===== config.mk =====
export PLATFORM = sky130hd
export DESIGN_NAME = ntt_mod_mul
export DESIGN_NICKNAME = d
export VERILOG_FILES = /design/src/rtl/ntt_mod_mul.sv
export SDC_FILE = /design/constraint.sdc
export NUM_CORES = 2
export LEC_CHECK = 0
export CAP_MARGIN = 40
export CORE_ASPECT_RATIO = 1.5
export CORE_UTILIZATION = 47
export DETAILED_ROUTE_END_ITERATION = 6
export PLACE_DENSITY = 0.7
export RECOVER_POWER = 25
export SLEW_MARGIN = 20
export SYNTH_ARGS = -nofsm -noshare
export SYNTH_HDL_FRONTEND = slang
export SYNTH_SLANG_ARGS = --single-unit

===== constraint.sdc =====
create_clock -name clk -period 14.1 [get_ports clk]
set_input_delay 3.525 -clock clk [delete_from_list [all_inputs] [get_ports clk]]
set_output_delay 3.525 -clock clk [all_outputs]
set_load 0.05 [all_outputs]

===== src/rtl/ntt_mod_mul.sv =====
// Four-stage Barrett modular multiplier feeding the NTT add_sub butterfly.
// Optional MOD_MUL_CENTERED_EN: out[1] in centered range instead of [0, Q).
`ifndef DATA_WIDTH
`define DATA_WIDTH 16
`endif
`ifndef Q
`define Q 3329
`endif

module ntt_mod_mul #(
   parameter int          BARRETT_K     = 2*`DATA_WIDTH,
   parameter logic [63:0] BARRETT_M     = (64'd1 << BARRETT_K) / 64'(`Q),
   parameter int          MUL_STAGE_CNT = 4
) (
   input  logic                          clk,
   input  logic                          rst,
   input  logic                          en,
   input  logic                          in_valid,
   input  logic signed [`DATA_WIDTH-1:0] in [2],
   input  logic signed [`DATA_WIDTH-1:0] tw,
   output logic                          out_valid,
   output logic signed [`DATA_WIDTH-1:0] out [2]
);

   localparam int DW = `DATA_WIDTH;
   localparam int PW = 2*DW;
   localparam int XW = PW + 64;
   localparam logic [DW-1:0] QV   = DW'(`Q);
   localparam logic [DW-1:0] HALF = DW'((`Q+1)/2);

   if (MUL_STAGE_CNT != 4) begin : g_bad_depth
      $error("ntt_mod_mul: MUL_STAGE_CNT must be 4");
   end
   if (`Q >= (1 << (`DATA_WIDTH-1))) begin : g_bad_q
      $error("ntt_mod_mul: Q must be below 2^(DATA_WIDTH-1)");
   end

   logic [DW-1:0]        a_q, w_q;
   logic [PW-1:0]        p2_q, p3_q, qh3_q;
   logic signed [DW-1:0] d1_q, d2_q, d3_q;
   logic                 v1_q, v2_q, v3_q;

   logic [DW-1:0] a_n, w_n;
   logic [PW-1:0] p_n;
   logic [XW-1:0] prod, prod_sh;
   logic [PW-1:0] r_n, r1;
   logic [DW-1:0] rr, res;
   logic          unused_bits;

   // Map signed inputs in (-Q, Q) to canonical [0, Q).
   assign a_n = in[1][DW-1] ? $unsigned(in[1]) + QV : $unsigned(in[1]);
   assign w_n = tw[DW-1] ? $unsigned(tw) + QV : $unsigned(tw);

   assign p_n = PW'(a_q) * PW'(w_q);

   // Full-width product before the shift keeps the quotient estimate exact.
   assign prod    = XW'(p2_q) * XW'(BARRETT_M);
   assign prod_sh = prod >> BARRETT_K;

   assign r_n = p3_q - qh3_q * PW'(QV);
   assign r1  = (r_n >= PW'(QV)) ? r_n - PW'(QV) : r_n;
   assign rr  = r1[DW-1:0];

`ifdef MOD_MUL_CENTERED_EN
   assign res = (rr >= HALF) ? rr - QV : rr;
`else
   assign res = rr;
`endif

   assign unused_bits = ^{prod_sh[XW-1:PW], r1[PW-1:DW], HALF};

   always_ff @(posedge clk) begin
      if (rst) begin
         a_q       <= '0;
         w_q       <= '0;
         d1_q      <= '0;
         v1_q      <= 1'b0;
         p2_q      <= '0;
         d2_q      <= '0;
         v2_q      <= 1'b0;
         p3_q      <= '0;
         qh3_q     <= '0;
         d3_q      <= '0;
         v3_q      <= 1'b0;
         out[0]    <= '0;
         out[1]    <= '0;
         out_valid <= 1'b0;
      end else if (en) begin
         a_q       <= a_n;
         w_q       <= w_n;
         d1_q      <= in[0];
         v1_q      <= in_valid;
         p2_q      <= p_n;
         d2_q      <= d1_q;
         v2_q      <= v1_q;
         p3_q      <= p2_q;
         qh3_q     <= prod_sh[PW-1:0];
         d3_q      <= d2_q;
         v3_q      <= v2_q;
         out[0]    <= d3_q;
         out[1]    <= $signed(res);
         out_valid <= v3_q;
      end
   end

endmodule


# --- Word level (Yosys, flattened, before mapping) ---
# Cells that the tools add are included.
op_classes:
  n_mul: 3
  n_reduce_logical: 0
  n_shift: 0
  mux: 3
  div: 0
  addsub: 4
  magnitude_cmp: 1
  n_eq_ne: 0
  bitwise_logic: 0
ops:
  columns: ["cell", "count"]
  rows:
  - ["$mul A32 B21 Y53 const B", 1]
  - ["$mux W16", 3]
  - ["$add A16 B12 Y16 const B", 2]
  - ["$ge A32 B12 Y1 const B", 1]
  - ["$mul A16 B16 Y32", 1]
  - ["$mul A21 B12 Y32 const B", 1]
  - ["$sub A32 B32 Y32", 1]
  - ["$sub A16 B12 Y16 const B", 1]
word_totals:
  ram_bits: 0
  latchBits: 0
  wordCells: 25
  n_memories: 0
  ff_bits: 201
  romBits: 0
  out_inout_bits: 33

# --- Depth between registers and ports, before layout ---
logic_depth:
  word_depth: 4
  mapped_depth: 26

# --- Worst setup path before layout ---
# Ideal clock, no wire load.
synth_path:
  kind: "register to register"
  startpoint: "register p2_q[10]"
  endpoint: "register qh3_q[20]"
  path_slack_ns: 7.515
  stages_incl_launch_ff: 24
  period_less_slack_ns: 6.585
  t_arrival_ns: 6.500
  path_buffers: 0
  required_time_ns: 14.014
  setup_time_ns: 0.086
  path_cell_list: "dfxtp_1 -> fa_1 -> inv_1 -> fa_1 -> fa_1 -> inv_1 -> fa_1 -> fa_1 -> fa_1 -> inv_1 -> fa_1 -> inv_1 -> ha_1 -> a21oi_1 -> o21ai_0 -> and3_1 -> or3_1 -> a221oi_1 -> a21oi_1 -> o21ai_1 -> nand4b_1 -> a31oi_1 -> xnor2_1 -> a211oi_1"
synth_between:
  elab_chain_len: 1
synth_lines:
  columns: ["element", "line_no", "rtl"]
  rows:
  - ["start, declared", "39", "logic [PW-1:0] p2_q, p3_q, qh3_q;"]
  - ["start signal, assigned", "93", "p2_q <= p_n;"]
  - ["$mul A32 B21 Y53", "57", "assign prod = XW'(p2_q) * XW'(BARRETT_M);"]
  - ["end signal, assigned", "97", "qh3_q <= prod_sh[PW-1:0];"]
  - ["end, declared", "39", null]
# No other way between the ends.
# A chain may end at the register's enable or synchronous reset.

==> run summary <==
Fillcell total: 6280
R2R depth: 23
Post-CTS sizing: 0
Post-Synth Simple-Gate Area: 11.4%
Largest family of logic cells by synthesized area: adder cells
Post-synth EDFFs: 0
Max stage delay on crit path: 3510 ps
Final setup violation count: 0
DR WL/cell: 18.8 um
Compound-Gate Fraction of Synth Area: 8.16%
Total GRT Usage: 24.1%
Post-Synth Adder-Cell Area: 52.1%
Layout Skew: 27.5 ps
Via count: 23.6k
Fin. Hold Viols: 0
CTS Buf Count: 22
Total routed wirelength: 82400 um
Achievable Freq: 108 MHz
Slew Viols, Final: 93
Period utilisation layout: 65.9%
FF-to-FF End: qh3_q[20]$_SDFFE_PP0P_
I/O pin cnt: 85
CTS Sinks: 201
Die width: 218 um
Final ANT Viol Nets: 0
Layout area overhead: 7.39%
Placed Area: 34600 um2
Failing checks: max-capacitance violations, max-slew violations
Worst hold path type: reg2reg
Worst r2r src: p2_q[10]$_SDFFE_PP0P_
Slowest CP cell: clkbuf_1
# nets final: 4562
Final hold slack: 490 ps
Initial DRC count: 1186
RSZ-0062 raised after global routing: false
Commonest non-fill, non-tap cell in the layout: inv_1
CP Launch Type: input pin
Core ar.: 69200 um2
Die area: 71300 um2
CTS root buf: clkbuf_16
Row cnt: 118
DRC viols: 0
Status: finished, violations left
Crit path to: p2_q[30]$_SDFFE_PP0P_
Req. time, crit path: 14510 ps
Worst-margin pin slew: 5110 ps
GPL Wtd Cong: 0.980
Pin count of the biggest net entering global routing: 92
Mean post-synth cell area: 9.50 um2
First-pass GRT wire length: 134000 um
Netlist Area Pre-Place: 33000 um2
Sum of negative setup slack: 0 ps
H-Tree Depth: 1
Share of cells above drive strength 1: 2.49%
TritonRoute pass-1 iters: 7
Post-synthesis cell count: 3474
Post-Synth XOR/XNOR Area: 2.51%
Synth warn: 0
Reg2Reg Setup Slack: 6330 ps
Port Buf Inserts: 84
Main flop type after synthesis: dfxtp_1
Initial antenna violation count: 1
Setup crit start: en
Most frequent cells in the layout: inv_1 (719), fa_1 (564), ha_1 (471), nor2_1 (250), nand2_1 (245)
Sequential share of the synthesized area: 12.2%
Crit path capture type: flop
Share of the synthesized area in the top cell type: 34.2%
Mux contribution to synthesized area: 4.04%
Syn Nets: 4561
Dpl hpwl: 70200 um
Global route overflow: 0
Die height: 327 um
Register bit total from synthesis: 201
Cell area after layout: 35400 um2
# hold bufs at CTS: 0
Max-Cap Viols: 1
Synth area leaders: fa_1 (34%), ha_1 (18%), dfxtp_1 (12%)
Vias in the first global route: 25.6k
Crit Path Category: in2reg
Max FO, Critical Path: 79
Max_slew headroom: -241%
Post-CTS Setup Inserts: 0
Post-route minimum period: 9290 ps
CTS tree: built
FFs w/ async S/R, synth: 0%
Clk slew on worst S/H paths: 60 ps
Vias/cell: 5.37
Clk buf depth: 3
Area leader, netlist: fa_1
Post-synth cell types: 87
CP Cell Sequence: clkbuf_1 > nand2_1 > a311o_1 > o211ai_1
Initial Util: 47.7%
Skew-Pair Late Insertion Delay: 540 ps
Crit path DAT: 9710 ps
-- cells in the mapped netlist, types with 9 or more instances --
cell,instances
o21ai_0,40
o21bai_1,14
fa_1,564
a21o_1,66
and3_1,21
a21oi_1,86
o31ai_1,9
a31oi_1,17
or3_1,18
nand3_1,35
nand2_1,245
nor3_1,26
ha_1,471
nor2_1,250
clkbuf_1,100
dfxtp_1,201
nand4_1,26
nor2b_1,17
a311oi_1,9
xnor2_1,56
mux2i_1,132
nand2b_1,10
o21a_1,16
inv_1,719
buf_1,16
xor2_1,34
a211oi_1,43
o211ai_1,13
and2_1,95
-- flip-flops by register name, summed over array words and instances, names as in the netlist, 16 cells and up --
name,flops
d3_q,16
qh3_q,21
p2_q,32
w_q,16
d1_q,16
out,32
d2_q,16
a_q,16
p3_q,32
-- per-layer routing --
| metal | global-route usage (%) | vias up | part of all wire (%) | routed length (um) |
|---|---|---|---|---|
| met2 | 45.4 | 402 | 55 | 45000 |
| met1 | 26.4 | 11900 | 37 | 30600 |
| met5 | 0 | - | 0 | 0 |
| li1 | - | 11100 | - | - |
| met4 | 12.9 | 0 | 6.0 | 4950 |
| met3 | 1.75 | 217 | 2.2 | 1830 |
-- cells by family after synthesis --
family                     after synthesis
adders and majority gates             1035
buffers and inverters                  842
and+or+nand+nor                        792
AOI/OAI and AO/OA                      379
DFF                                    201
muxes                                  133
xor gates and xnor gates                92
-- worst max-delay path: cells and delay by family --
kind                   cells  cell delay [ps]
buffers and inverters      1             3510
and+or+nand+nor            1             1690
AOI/OAI and AO/OA          2              920
-- how the worst min path moves through the flow --
stage	cells past startpoint	end	startpoint
floorplan	2	d1_q[0]$_SDFFE_PP0P_	d1_q[0]$_SDFFE_PP0P_
global placement	2	d1_q[2]$_SDFFE_PP0P_	d1_q[2]$_SDFFE_PP0P_
detailed placement	2	out[1]$_SDFFE_PP0P_	out[1]$_SDFFE_PP0P_
CTS	2	out[1]$_SDFFE_PP0P_	out[1]$_SDFFE_PP0P_
global route	2	p3_q[27]$_SDFFE_PP0P_	p3_q[27]$_SDFFE_PP0P_
finish	2	out[23]$_SDFFE_PP0P_	out[23]$_SDFFE_PP0P_
-- layout make-up --
| cell class | instances | area [um2] | share of cell area, % |
|---|---|---|---|
| clock inverters | 11 | 154 | 0.434 |
| flip-flops and latches | 201 | 4020 | 11.4 |
| inverters | 719 | 2700 | 7.61 |
| diodes | 1 | 2.50 | 0.00706 |
| clock buffers | 29 | 607 | 1.71 |
| repair buffers | 100 | 1030 | 2.92 |
| multi-input cells | 2431 | 25800 | 72.8 |
| well taps | 900 | 1130 | 3.18 |
-- metrics by stage --
stage	instances	util [%]	setup slack [ps]
floorplan	3474	-	7510
global placement	4346	49.9	6440
detailed placement	4348	50.0	6360
CTS	4388	51.1	6330
global route	4392	51.2	4400
finish	4392	51.2	4810
Power is not shown: default switching activity piles up to over one toggle a cycle in this logic, so the estimate is an artifact.
